**config.mk**
```make
export PLATFORM = sky130hd
export DESIGN_NAME = fir_coeff_ctrl_flat
export DESIGN_NICKNAME = d
export VERILOG_FILES = /design/src/rtl/fir_coeff_ctrl_if.sv /design/src/rtl/fir_coeff_ctrl.sv /design/src/flat_wrapper.sv
export SDC_FILE = /design/constraint.sdc
export NUM_CORES = 1
export LEC_CHECK = 0
export BUFFER_PORTS_ARGS = -buffer_cell sky130_fd_sc_hd__buf_4
export CAP_MARGIN = 20
export CORE_MARGIN = 2
export CORE_UTILIZATION = 35
export CTS_BUF_LIST = sky130_fd_sc_hd__clkbuf_8
export CTS_CLUSTER_SIZE = 10
export DETAILED_ROUTE_END_ITERATION = 16
export GPL_ROUTABILITY_DRIVEN = 0
export PLACE_DENSITY = 0.57
export RECOVER_POWER = 50
export SLEW_MARGIN = 20
export SYNTH_ARGS = -nofsm -noshare
export SYNTH_HDL_FRONTEND = slang
export SYNTH_SLANG_ARGS = --single-unit
```
**constraint.sdc**
```tcl
create_clock -name clk -period 5.8 [get_ports clk]
set_input_delay 0.29 -clock clk [delete_from_list [all_inputs] [get_ports clk]]
set_output_delay 0.29 -clock clk [all_outputs]
set_load 0.05 [all_outputs]
```
**src/rtl/fir_coeff_ctrl_if.sv**
```systemverilog
// Coefficient-load AXI-Stream channel between a coefficient source and fir_coeff_ctrl.
interface fir_coeff_ctrl_if #(
  parameter int COEFF_WIDTH = 24
);
  logic [COEFF_WIDTH-1:0] tdata;
  logic                   tvalid;
  logic                   tlast;
  logic                   tready;

  modport master (output tdata, output tvalid, output tlast, input tready);
  modport slave  (input tdata, input tvalid, input tlast, output tready);
endinterface

```
**src/rtl/fir_coeff_ctrl.sv**
```systemverilog
// Shadow/active coefficient bank controller: loads a set into shadow, checks its
// length, then commits it atomically on a frame boundary or on command.
//
// state   | meaning
// IDLE    | waiting for tap 0 of a new set
// LOAD    | accepting taps 1..NUM_TAPS-1 into shadow
// DRAIN   | over-long set, discarding beats up to tlast
// PENDING | complete set held in shadow, waiting for commit condition
module fir_coeff_ctrl #(
  parameter int                   COEFF_WIDTH = 24,
  parameter int                   NUM_TAPS    = 15,
  parameter int                   RESET_TAP   = 0,
  parameter logic [COEFF_WIDTH-1:0] RESET_VALUE = 24'h400000
) (
  input  logic                            clk,
  input  logic                            reset_n,
  fir_coeff_ctrl_if.slave                 coef,
  input  logic                            frame_tvalid,
  input  logic                            frame_tready,
  input  logic                            frame_tlast,
  input  logic                            commit_mode,
  input  logic                            err_clr,
  output logic [NUM_TAPS*COEFF_WIDTH-1:0] coeffs,
  output logic                            bank_sel,
  output logic                            pending,
  output logic                            swap_pulse,
  output logic                            err_len
);

  localparam int IDX_W = $clog2(NUM_TAPS);
  localparam logic [IDX_W-1:0] LAST_IDX = IDX_W'(NUM_TAPS - 1);

  typedef enum logic [1:0] {
    IDLE    = 2'd0,
    LOAD    = 2'd1,
    DRAIN   = 2'd2,
    PENDING = 2'd3
  } state_t;

  state_t                 state;
  logic [IDX_W-1:0]       idx;
  logic [COEFF_WIDTH-1:0] shadow [NUM_TAPS];
  logic                   tready;
  logic                   beat;
  logic                   frame_event;
  logic                   at_last;

  assign coef.tready = tready;
  assign beat        = coef.tvalid & tready;
  assign frame_event = frame_tvalid & frame_tready & frame_tlast;
  assign at_last     = (idx == LAST_IDX);

  always_ff @(posedge clk) begin
    if (!reset_n) begin
      state      <= IDLE;
      idx        <= '0;
      tready     <= 1'b0;
      pending    <= 1'b0;
      swap_pulse <= 1'b0;
      err_len    <= 1'b0;
      bank_sel   <= 1'b0;
      for (int i = 0; i < NUM_TAPS; i++)
        coeffs[i*COEFF_WIDTH +: COEFF_WIDTH] <= (i == RESET_TAP) ? RESET_VALUE : '0;
    end else begin
      swap_pulse <= 1'b0;
      // A length error raised below in the same cycle overrides this clear.
      if (err_clr)
        err_len <= 1'b0;

      case (state)
        IDLE: begin
          tready <= 1'b1;
          if (beat) begin
            shadow[0] <= coef.tdata;
            if (coef.tlast) begin
              err_len <= 1'b1;
              idx     <= '0;
            end else begin
              idx   <= IDX_W'(1);
              state <= LOAD;
            end
          end
        end

        LOAD: begin
          if (beat) begin
            shadow[idx] <= coef.tdata;
            if (coef.tlast && at_last) begin
              state   <= PENDING;
              tready  <= 1'b0;
              pending <= 1'b1;
            end else if (coef.tlast) begin
              err_len <= 1'b1;
              idx     <= '0;
              state   <= IDLE;
            end else if (at_last) begin
              err_len <= 1'b1;
              state   <= DRAIN;
            end else begin
              idx <= idx + 1'b1;
            end
          end
        end

        DRAIN: begin
          if (beat && coef.tlast) begin
            idx   <= '0;
            state <= IDLE;
          end
        end

        PENDING: begin
          if (commit_mode || frame_event) begin
            for (int i = 0; i < NUM_TAPS; i++)
              coeffs[i*COEFF_WIDTH +: COEFF_WIDTH] <= shadow[i];
            bank_sel   <= ~bank_sel;
            swap_pulse <= 1'b1;
            pending    <= 1'b0;
            tready     <= 1'b1;
            idx        <= '0;
            state      <= IDLE;
          end
        end

        default: state <= IDLE;
      endcase
    end
  end

endmodule
```
**src/flat_wrapper.sv**
```systemverilog
// flat-port wrapper written by rule: the top's interface ports become plain ports
module fir_coeff_ctrl_flat 
#(
  parameter int                   COEFF_WIDTH = 24,
  parameter int                   NUM_TAPS    = 15,
  parameter int                   RESET_TAP   = 0,
  parameter logic [COEFF_WIDTH-1:0] RESET_VALUE = 24'h400000
)
  (clk, reset_n, frame_tvalid, frame_tready, frame_tlast, commit_mode, err_clr, coeffs, bank_sel, pending, swap_pulse, err_len, coef_tdata, coef_tvalid, coef_tlast, coef_tready);
  fir_coeff_ctrl_if #(.COEFF_WIDTH(COEFF_WIDTH)) coef_i ();
  input  logic clk;
  input  logic reset_n;
  input  logic frame_tvalid;
  input  logic frame_tready;
  input  logic frame_tlast;
  input  logic commit_mode;
  input  logic err_clr;
  output logic [NUM_TAPS*COEFF_WIDTH-1:0] coeffs;
  output logic bank_sel;
  output logic pending;
  output logic swap_pulse;
  output logic err_len;
  input wire logic [$bits(coef_i.tdata)-1:0] coef_tdata;
  input wire logic [$bits(coef_i.tvalid)-1:0] coef_tvalid;
  input wire logic [$bits(coef_i.tlast)-1:0] coef_tlast;
  output wire logic [$bits(coef_i.tready)-1:0] coef_tready;
  assign coef_i.tdata = coef_tdata;
  assign coef_i.tvalid = coef_tvalid;
  assign coef_i.tlast = coef_tlast;
  assign coef_tready = coef_i.tready;
  fir_coeff_ctrl #(.COEFF_WIDTH(COEFF_WIDTH), .NUM_TAPS(NUM_TAPS), .RESET_TAP(RESET_TAP), .RESET_VALUE(RESET_VALUE)) u_core (.clk(clk), .reset_n(reset_n), .coef(coef_i), .frame_tvalid(frame_tvalid), .frame_tready(frame_tready), .frame_tlast(frame_tlast), .commit_mode(commit_mode), .err_clr(err_clr), .coeffs(coeffs), .bank_sel(bank_sel), .pending(pending), .swap_pulse(swap_pulse), .err_len(err_len));
endmodule
```
; ---- After elaboration in Yosys (flattened, before gate mapping)
; Memory sizes are Yosys's and may differ from the RTL's. A register that Yosys moved wholly into a read port is not among the register bits.
; Cells that the tools add are included.
[classes]
muxes = 45
n_eq_ne = 13
n_bitwise = 4
n_div = 0
reduce_logical = 28
n_addsub = 1
n_lt_le_gt_ge = 0
shift = 0
n_mul = 0
[ops]
columns = operator, n
row1 = $mux W4, 8
row2 = $mux W24, 1
row3 = $reduce_or A24 Y1, 1
row4 = $mux W1, 23
row5 = $mux W2, 8
row6 = $pmux W4 S4, 1
row7 = $logic_not A1 Y1, 15
row8 = $reduce_and A6 Y1, 2
row9 = $ne A2 B1 Y1 const B, 5
row10 = $pmux W2 S4, 1
row11 = $reduce_and A4 Y1, 2
row12 = $add A4 B1 Y4 const B, 1
row13 = $eq A2 B2 Y1 const B, 2
row14 = $eq A4 B4 Y1 const B, 1
row15 = $ne A2 B2 Y1 const B, 2
row16 = $ne A4 B2 Y1 const B, 1
row17 = $pmux W1 S2, 2
row18 = $reduce_and A2 Y1, 2
row19 = $and A1 B1 Y1, 3
row20 = $ne A3 B3 Y1 const B, 1
row21 = $pmux W1 S3, 1
row22 = $reduce_bool A3 Y1, 1
row23 = $eq A2 B1 Y1 const B, 1
row24 = $logic_and A1 B1 Y1, 2
row25 = other kinds (4), 4
[totals]
inputBits = 33
out_inout_bits = 365
latchBits = 0
ff_bits = 11
ramBits = 360
n_memories = 1
mem_bits_ro = 0
word_cells = 99
[memory_table]
columns = name, depth, word_bits, rd, rd_ports_with_merged_regs, wr, line_no
row1 = u_core.shadow, 15, 24, 15, 15, 1, fir_coeff_ctrl.sv:42  ; logic [COEFF_WIDTH-1:0] shadow [NUM_TAPS];

; ---- Longest topological paths before layout
; Gate-level depths: netlist of the first run.
[logic_depth]
word_depth = 7
ltp_mapped = 7
mapped_depth_nobuf = 6

; ---- Least setup slack after synthesis of the first run
; OpenSTA, ideal clock, no wires.
[synth_timing]
path_kind = flip-flop to flip-flop
from = register u_core.tready, in the netlist u_core.coef.tready
to = memory u_core.shadow[2][0] (enable)
period_less_slack_ns = 4.142
path_stages_with_launch = 6
setup_time_ns = 0.466
path_slack_ns = 1.658
t_arrival_ns = 3.676
required_ns = 5.334
cell_sequence = dfxtp_1 -> and3b_1 -> buf_2 -> nand3_1 -> buf_2 -> nor4_1
[synth_via]
elab_chain_cells = 7
elab_cells_between_ends = 11
cone_classes = 9 x mux / 1 x bitwise / 1 x reduce/logical
[synth_lines]
columns = element, line_no
row1 = "start, declared", fir_coeff_ctrl.sv:43  ; logic tready;
row2 = "start signal, assigned", fir_coeff_ctrl.sv:57  ; tready <= 1'b0;
row3 = "start signal, assigned", fir_coeff_ctrl.sv:72  ; tready <= 1'b1;
row4 = "start signal, assigned", fir_coeff_ctrl.sv:90  ; tready <= 1'b0;
row5 = $and A1 B1 Y1 *, fir_coeff_ctrl.sv:49  ; assign beat = coef.tvalid & tready;
row6 = $mux W1 *, "fir_coeff_ctrl.sv:73, fir_coeff_ctrl.sv:86"
row7 = $mux W1, fir_coeff_ctrl.sv:70  ; case (state)
row8 = $mux W1, fir_coeff_ctrl.sv:54  ; if (!reset_n) begin
row9 = $mux W1 (not written as such), fir_coeff_ctrl.sv:87  ; shadow[idx] <= coef.tdata;
row10 = $reduce_or A24 Y1 (no source line), --
row11 = $mux W4 (no source line) or $mux W1 (tied branches), --
row12 = "end, declared", fir_coeff_ctrl.sv:42
; Every way passes the cells marked *; elsewhere a longest branch is shown, timed or not.

; ---- Final worst setup path of the first run
[layout_timing]
from = register u_core.state[0]
to = register u_core.coeffs[351], read port of u_core.shadow
[layout_via]
elab_chain_cells = 2
[layout_lines]
columns = element, line_no
row1 = "start, declared", fir_coeff_ctrl.sv:40  ; state_t state;
row2 = "start signal, assigned", fir_coeff_ctrl.sv:55  ; state <= IDLE;
row3 = "start signal, assigned", fir_coeff_ctrl.sv:80  ; state <= LOAD;
row4 = "start signal, assigned", fir_coeff_ctrl.sv:89  ; state <= PENDING;
row5 = $eq A2 B2 Y1, fir_coeff_ctrl.sv:70
row6 = $reduce_and A2 Y1 (no source line), --
row7 = "end, declared", fir_coeff_ctrl.sv:23  ; output logic [NUM_TAPS*COEFF_WIDTH-1:0] coeffs,
; Every way passes these cells.
; A chain may end at the register's enable or synchronous reset.

==> run_results.csv, run 1 <==
group,metric,value,unit
floorplan,initial_core_util,35.4,%
pwr,p_per_area,346,nW/um^2
pwr,ir_drop,0.169,mV
yosys,yosysWarnings,0,
yosys,syn_inst,2023,
final_layout,nets,2496,
sta,timing.final.crit_share,67.5,%
sta,fin_crit,3910,ps
detailed_routing,antenna_left,0,
sta,slew_headroom,-150,%
detailed_routing,dr.pass1.iters,5,
detailed_routing,vias_per_cell,4.73,
placed_design,place_hpwl,42100,um
sta,max_freq,0.256,GHz
sta,drv_slew,629,
outcome,outcome,"finished with violations",
cts,cts.repair.resized,0,
yosys,ys_seq_elements,731,
cts,cts_hold_buffers,29,
detailed_routing,route.detailed.drc,0,
final_layout,syn_to_final_growth,20.7,%
yosys,synth-edff-count,360,
grt,grt_pass1_wl,106000,um
cts,clock_latency,730,ps
detailed_routing,routed_wl,73300,um
final_layout,layout_common_cells,"730 x nand2_1, 390 x clkbuf_1, 371 x dfxtp_1",
detailed_routing,wire_per_inst,20.9,um
grt,antenna_found_initial,11,
critical_path,start_kind,"flop",
yosys,syn_avg_cell_area,12.3,sq um
floorplan,dieArea,73300,sq um
sta,report.final.hold_viol_count,0,
yosys,synth_top_family_by_area,"simple AND/OR/NAND/NOR gates",
floorplan,die_x,271,um
pwr,leakage,9.80,nW
sta,worstMarginPinSlew,3750,ps
cts,clock_path_buffers,3,
yosys,synthFlopType,"dfxtp_1",
yosys,synth-simple-area-share,12.2,%
grt,grt_pass1_vias,16300,
grt,top_usage_layer,"met2",
cts,cts.clk_slew.worst_paths,60,ps
cts,cts_tree,"built",
critical_path,r2r_cells,5,
critical_path,arrival,4550,ps
floorplan,die_y,271,um
job,cap_violations,25,
grt,grt_use_met3,4.95,%
critical_path,path_max_fanout,161,
final_layout,final_layout_size_suffix_gt1_share,8.84,%
critical_path,critPathTopFamily,"buffers and inverters",
cts,clock_sinks,731,
yosys,synthXorXnorAreaFrac,0.0704,%
critical_path,critPathKind,"reg -> reg",
sta,rsz0062_at_grt,"false",
detailed_routing,dr_total_vias,16600,
cts,cts_setup_buffers,0,
yosys,async_reset_ff_share,0,%
hold_path,worstHoldPathCells,5,
yosys,ys_seq_area_share,73.3,%
yosys,synth_fp_nets,2058,
grt,grt.met1_usage,25.2,%
grt,met2_usage,31.6,%
sta,fin_hold_ws,91.9,ps
yosys,synth-compound-area-share,11.4,%
critical_path,cp-end-kind,"flop",
sta,clock_skew,30.6,ps
placed_design,numPortBuffers,397,
cts,numCtsBuffers,120,
grt,grt_max_degree,241,
sta,finalSetupViolations,0,
cts,cts-root-buf,"clkbuf_8",
floorplan,pin_count,398,
outcome,violations,"max-capacitance violations, max-slew violations",
critical_path,path_cells,"nand2_2 > nor2_4 > clkbuf_2 > nand2_1 > a21boi_0",
cts,h-tree-depth,3,
critical_path,cpMaxStageDelayCell,"clkbuf_2",
critical_path,worst_path_largest_cell_delay,2350,ps
critical_path,cp_num_cells,5,
hold_path,hold_class,"in -> reg",
yosys,netlist_area,24900,sq um
yosys,synthAdderAreaFrac,0.101,%
grt,track_usage,19.4,%
yosys,muxShareOfSynthArea,0.0804,%
detailed_routing,drtIter0Drc,1147,
floorplan,rows,97,
final_layout,final_common_cell,"nand2_1",
yosys,yosysUniqueCellTypes,45,
critical_path,critPathRequiredTime,6440,ps
sta,setup-tns-final,0,ps
grt,grt_overflow_total,0,
critical_path,cp_num_buf_inv,1,
floorplan,core,70300,sq um
cell usage after synthesis, types with 3 or more instances:
library cell / number / area [sq um]
nor2b_1: 4 / 25.0
a21boi_0: 22 / 165
and2_1: 3 / 18.8
clkbuf_1: 45 / 169
edfxtp_1: 360 / 10800
nor2_1: 7 / 26.3
a21boi_1: 337 / 2530
buf_2: 62 / 310
nand2_1: 730 / 2740
nor3_1: 10 / 50.1
nand2b_1: 4 / 25.0
dfxtp_1: 371 / 7430
buf_6: 20 / 225
nor4_1: 6 / 37.5
final timing paths:
kind | from | endpoint | slack [ps]
max | u_core.state[0] | u_core.coeffs[351] | 1890
max reg2reg | u_core.state[0] | u_core.coeffs[351] | 1890
min | commit_mode | u_core.coef.tready | 90
min reg2reg | u_core.coeffs[264] | u_core.coeffs[264] | 450
cell type report:
class	count	area (sq um)
antenna	4	10.0
clock buffer	149	2050
clock inverter	81	566
fill	6831	40200
inverter	1	3.75
multi-input combinational	1161	6010
sequential	731	18200
tap	940	1180
timing repair buffer	446	2010
tightest hold or removal path, cell delays in order:
cell     delay (ps)
buf_4            90
a31oi_4          50
nor2b_1         110
nor3b_1          60
nor3_1          160
cells by family after synthesis:
kind of cell | after synthesis
compound gates | 377
buf+inv | 131
flops | 731
fa+ha+maj | 2
mux | 2
simple gates | 778
xor+xnor | 2
state kept, by name, indices dropped and copies added, names as in the netlist:
register / flops
u_core.err_len: 1
u_core.bank_sel: 1
u_core.state: 2
u_core.shadow: 360
u_core.coeffs: 360
u_core.pending: 1
u_core.coef.tready: 1
u_core.swap_pulse: 1
u_core.idx: 4
per-layer routing:
metal,routed length (um),up-vias
li1,-,7771
met1,31800,8176
met2,34400,556
met3,5190,108
met4,1920,2
met5,13,-
per-stage QoR:
step | power, mW | utilization, % | area [sq um] | worst slack (ps) | instances
6_report | 10.4 | 42.8 | 30100 | 1890 | 3513
5_1_grt | 10.8 | 42.8 | 30100 | 1470 | 3511
4_1_cts | 10.5 | 44.8 | 31500 | 3240 | 3508
2_1_floorplan | 5.61 | - | 24900 | 1660 | 2023
3_5_place_dp | 5.76 | 40.7 | 28600 | 2880 | 3249
3_3_place_gp | 5.75 | 40.7 | 28600 | 2920 | 3249
power breakdown:
group / leakage (nW) / switching (mW) / internal (mW) / total [mW]
Combinational: 2.04 / 0.159 / 0.0658 / 0.225
Sequential: 6.23 / 0.00577 / 5.42 / 5.43
Clock: 1.53 / 2.09 / 2.65 / 4.73
Total: 9.80 / 2.25 / 8.13 / 10.4
Power figures use the tool's default switching activity.
==> run 2, diff against run 1 <==
Clock period 5.8 ns to 3.8 ns, I/O delays scaled along.
==> run 2 against run 1 <==
  * The flow still finishes with violations (max-capacitance violations, max-slew violations)
  * Routed wire length up 0.14%
  * Clock power up 49%
  * Global-route usage up 0.11 points
  * Total power up 51%
  * First-iteration DRC count up 17%
  * Combinational power up 56%
  * Sequential cell count unchanged
  * Non-clock buffer count up 7
  * Hold slack better by 280 ps
  * Critical path type is now in -> reg
  * Critical endpoint is now u_core.coeffs[340]
  * Highest routed layer unchanged
==> run_results.csv, run 2 (synthesized netlist as in run 1, its figures left out) <==
group,metric,value,unit
outcome,outcome,"finished with violations",
outcome,violations,"max-capacitance violations, max-slew violations",
floorplan,core,70300,sq um
sta,timing.final.crit_share,69.7,%
pwr,total_power,15.7,mW
detailed_routing,routed_wl,73400,um
pwr,seqPwrFrac,52.8,%
detailed_routing,dr.pass1.iters,5,
placed_design,numPortBuffers,397,
final_layout,syn_to_final_growth,20.8,%
final_layout,instances_no_fill,3520,
sta,worstMarginPinSlew,2220,ps
placed_design,place_hpwl,42500,um
floorplan,rows,97,
cts,cts_tree,"built",
critical_path,r2r_cells,4,
pwr,p_sw,3.38,mW
sta,fin_hold_ws,372,ps
sta,finalSetupViolations,0,
placed_design,place_inst,3252,
final_layout,layout_common_cells,"730 x nand2_1, 389 x clkbuf_1, 371 x dfxtp_1",
hold_path,min_to,"u_core.coeffs[215]",
critical_path,cp-end-kind,"flop",
critical_path,path_max_fanout,204,
detailed_routing,wire_per_inst,20.9,um
pwr,ir_drop,0.241,mV
detailed_routing,dr_total_vias,16700,
hold_path,worstHoldPathCells,6,
critical_path,critPathKind,"in -> reg",
grt,track_usage,19.6,%
critical_path,start_kind,"input pin",
floorplan,die_y,271,um
final_layout,final_common_cell,"nand2_1",
pwr,pwr-share-clk,45.0,%
detailed_routing,drtIter0Drc,1338,
cts,h-tree-depth,3,
placed_design,preCtsSetupSlack,1430,ps
grt,grt_overflow_total,0,
pwr,comb_power_share,2.2,%
sta,setup_ws,1150,ps
sta,slew_headroom,-48.0,%
pwr,p_per_area,522,nW/um^2
job,cap_violations,24,
grt,grt_pass1_wl,106000,um
floorplan,initial_core_util,35.4,%
hold_path,hold_class,"in -> reg",
final_layout,design_area,30100,sq um
critical_path,arrival,3250,ps
grt,grt_pass1_vias,16200,
critical_path,r2r_setup_slack,1400,ps
sta,fin_crit,2650,ps
final_layout,final_layout_size_suffix_gt1_share,8.43,%
detailed_routing,vias_per_cell,4.75,
cts,clock_sinks,731,
floorplan,dieArea,73300,sq um
grt,antenna_found_initial,10,
sta,report.final.hold_viol_count,0,
placed_design,placed_cell_area,28700,sq um
pwr,p_int,12.3,mW
cts,numCtsBuffers,121,
floorplan,die_x,271,um
hold_path,min_from,"frame_tready",
cts,cts.clk_slew.worst_paths,60,ps
pwr,leakage,9.76,nW
final_layout,nets,2504,
final_layout,fillCellCount,6886,
critical_path,rr_endpoint,"u_core.shadow[13][13]",
sta,setup-tns-final,0,ps
grt,grt_max_degree,205,
final_layout,reg_top3,"u_core.coeffs x360, u_core.shadow x360, u_core.idx x4",
critical_path,critPathRequiredTime,4400,ps
cts,clock_latency,720,ps
sta,clock_skew,37.0,ps
cts,cts.repair.resized,0,
cts,cts-root-buf,"clkbuf_8",
pwr,sw_frac_of_total,21.5,%
cts,clock_path_buffers,3,
floorplan,pin_count,398,
sta,drv_slew,576,
critical_path,reg2reg_from,"u_core.state[1]",
detailed_routing,route.detailed.drc,0,
final_layout,post-route-util,42.8,%
detailed_routing,antenna_left,0,
sta,max_freq,0.378,GHz
sta,rsz0062_at_grt,"false",
==> run 2: how the worst max path moves through the flow <==
stage	start	cells after the start	to
2_1_floorplan	u_core.coef.tready	5	u_core.shadow[2][0]
3_3_place_gp	reset_n	4	u_core.shadow[2][20]
3_5_place_dp	reset_n	4	u_core.shadow[13][16]
4_1_cts	u_core.state[1]	4	u_core.shadow[13][13]
5_1_grt	reset_n	5	u_core.pending
6_report	reset_n	4	u_core.coeffs[340]
==> run 2: final cells by class <==
cell class | instances | area [sq um] | share of cell area, %
Tap cell | 940 | 1180 | 3.91
Antenna cell | 5 | 12.5 | 0.0416
Sequential cell | 731 | 18200 | 60.7
Clock buffer | 142 | 1950 | 6.50
Timing Repair Buffer | 453 | 2090 | 6.97
Multi-Input combinational cell | 1161 | 6010 | 20.0
Clock inverter | 87 | 581 | 1.93
Inverter | 1 | 3.75 | 0.0125
==> run 2: worst max-delay path, stage by stage <==
cell and delay [ps]:
dlygate4sd3_1 580, clkbuf_8 410, clkbuf_4 1360, a21boi_0 310
==> run 2: power groups by stage <==
stage | logic (mW) | clock network [mW] | registers [mW]
floorplan | 0.116 | 0 | 8.45
global placement | 0.337 | 0 | 8.45
detailed placement | 0.340 | 0 | 8.45
CTS | 0.369 | 7.24 | 8.28
global route | 0.369 | 7.63 | 8.28
finish | 0.350 | 7.06 | 8.29
==> run 2: metal layers <==
| layer | track usage [%] | wire length (um) | vias up |
|---|---|---|---|
| met4 | 6.34 | 2140 | 2 |
| met3 | 4.74 | 5690 | 113 |
| met2 | 32.2 | 34500 | 584 |
| met5 | 0 | 10 | - |
| met1 | 25.3 | 31100 | 8218 |
| li1 | - | - | 7786 |
==> run 2: timing repair <==
| action | CTS | global route |
|---|---|---|
| hold buffers | 34 | 0 |
| buffers inserted | 0 | 0 |
| hold endpoints to repair | 368 | 0 |
==> run 3, diff against run 2 <==
Settings changed: PLACE_DENSITY 0.57 to 0.59.
Clock period 3.8 ns to 2.3 ns, I/O delays scaled along.
==> run 3 against run 2 <==
  * The run still ends with max-capacitance violations, max-slew violations left
  * Routed wire length fell by 1.2%
  * Non-clock buffer count rose by 16
  * Combinational power rose by 63%
  * Critical path depth rose by 2
  * Die area did not move
  * Final cell count rose by 0.40%
  * First-iteration DRC count fell by 12%
  * Clock skew fell by 6.7 ps
  * Design area rose by 1.1%
  * Via count fell by 0.14%
  * Register-to-register slack got worse by 1300 ps
==> run_results.csv, run 3 (synthesized netlist as in run 1, its figures left out) <==
group,metric,value,unit
outcome,outcome,"finished with violations",
outcome,violations,"max-capacitance violations, max-slew violations",
sta,fin_crit,2160,ps
detailed_routing,dr_total_vias,16700,
placed_design,preCtsSetupSlack,215,ps
detailed_routing,vias_per_cell,4.72,
floorplan,dieArea,73300,sq um
grt,grt_max_degree,223,
pwr,p_sw,5.61,mW
final_layout,design_area,30400,sq um
critical_path,r2r_setup_slack,140,ps
cts,cts_hold_buffers,33,
floorplan,die_x,271,um
pwr,total_power,25.4,mW
final_layout,layout_common_cells,"730 x nand2_1, 389 x clkbuf_1, 370 x dfxtp_1",
pwr,leakage,9.94,nW
placed_design,numPortBuffers,397,
detailed_routing,routed_wl,72500,um
grt,grt_pass1_vias,16300,
critical_path,critPathKind,"reg -> reg",
pwr,p_int,19.8,mW
pwr,comb_power_share,2.2,%
detailed_routing,drtIter0Drc,1173,
sta,max_freq,0.462,GHz
critical_path,path_cells,"ha_1 > nand3_2 > and2_1 > nor3_1 > o31a_1 > dlygate4sd3_1",
floorplan,die_y,271,um
final_layout,final_common_cell,"nand2_1",
cts,cts_tree,"built",
pwr,ir_drop,0.455,mV
final_layout,fillCellCount,6881,
critical_path,arrival,2830,ps
sta,rsz0062_at_grt,"false",
grt,grt_pass1_wl,105000,um
critical_path,cpMaxStageDelayCell,"dlygate4sd3_1",
grt,antenna_found_initial,7,
cts,clock_path_buffers,3,
detailed_routing,antenna_left,0,
cts,cts.clk_slew.worst_paths,70,ps
sta,worstMarginPinSlew,2040,ps
cts,h-tree-depth,3,
placed_design,place_hpwl,42700,um
sta,clock_skew,30.2,ps
pwr,p_per_area,837,nW/um^2
final_layout,final_layout_size_suffix_gt1_share,8.88,%
job,cap_violations,20,
floorplan,rows,97,
final_layout,syn_to_final_growth,22.1,%
final_layout,reg_top3,"u_core.coeffs x360, u_core.shadow x360, u_core.idx x4",
critical_path,path_max_fanout,8,
pwr,pwr-share-clk,43.9,%
sta,slew_headroom,-36.2,%
floorplan,core,70300,sq um
detailed_routing,route.detailed.drc,0,
sta,finalSetupViolations,0,
critical_path,start_kind,"flop",
final_layout,nets,2519,
cts,numCtsBuffers,120,
sta,report.final.hold_viol_count,0,
sta,setup-tns-final,0,ps
final_layout,post-route-util,43.2,%
critical_path,critPathRequiredTime,2960,ps
critical_path,worst_path_largest_cell_delay,540,ps
cts,clock_latency,730,ps
floorplan,pin_count,398,
hold_path,hold_class,"in -> reg",
sta,timing.final.crit_share,94.1,%
grt,grt_overflow_total,0,
pwr,sw_frac_of_total,22.1,%
cts,cts_setup_buffers,0,
sta,setup_ws,135,ps
critical_path,cp-end-kind,"flop",
critical_path,critPathTopFamily,"simple AND/OR/NAND/NOR gates",
floorplan,initial_core_util,35.4,%
placed_design,placed_cell_area,29100,sq um
cts,clock_sinks,731,
detailed_routing,dr.pass1.iters,5,
detailed_routing,wire_per_inst,20.5,um
cts,cts.repair.resized,0,
sta,drv_slew,320,
critical_path,cp_num_buf_inv,1,
grt,track_usage,19.3,%
pwr,seqPwrFrac,53.8,%
cts,cts-root-buf,"clkbuf_8",
run 3: worst paths after layout:
kind                      from  cells after the start                  to
min reg2reg  u_core.coeffs[47]                      2   u_core.coeffs[47]
min               frame_tready                      6  u_core.coeffs[119]
max reg2reg      u_core.idx[1]                      6     u_core.state[0]
max              u_core.idx[1]                      6     u_core.state[0]
run 3: worst register-to-register path: cells and delay by family (launching register included):
kind / cells / cell delay (ps)
AND/OR/NAND/NOR: 3 / 630
adder cells (fa/ha/maj): 1 / 300
buffers and inverters: 1 / 540
flip-flops: 1 / 500
AO/OA/AOI/OAI: 1 / 170
run 3: per-stage QoR:
step                cells  hold slack (ps)
floorplan            2023              214
global placement     3269              444
detailed placement   3269              445
CTS                  3531             61.6
global route         3532              282
finish               3534              262
run 3: final cells by class:
cell class                      instances  area (sq um)  area share (%)
Inverter                                1          3.75          0.0124
Antenna cell                            3          7.51          0.0247
Sequential cell                       731         18200            60.0
Multi-Input combinational cell       1161          6080            20.0
Clock buffer                          132          1820            5.98
Timing Repair Buffer                  469          2470            8.15
Clock inverter                         97           583            1.92
Tap cell                              940          1180            3.87
run 3: per-layer routing:
layer  GRT usage, %  up-vias  wire, um
met1           24.3     8117     30100
met2           32.0      605     34500
met5              0        -         0
met4           7.43        0      2530
met3           4.72      134      5400
li1               -     7824         -
run 3: power groups by stage:
stage	registers [mW]	clock network [mW]	logic, mW
detailed placement	14.0	0	0.565
finish	13.7	11.2	0.570
global route	13.7	12.1	0.602
global placement	14.0	0	0.558
floorplan	14.0	0	0.197
CTS	13.7	11.5	0.610
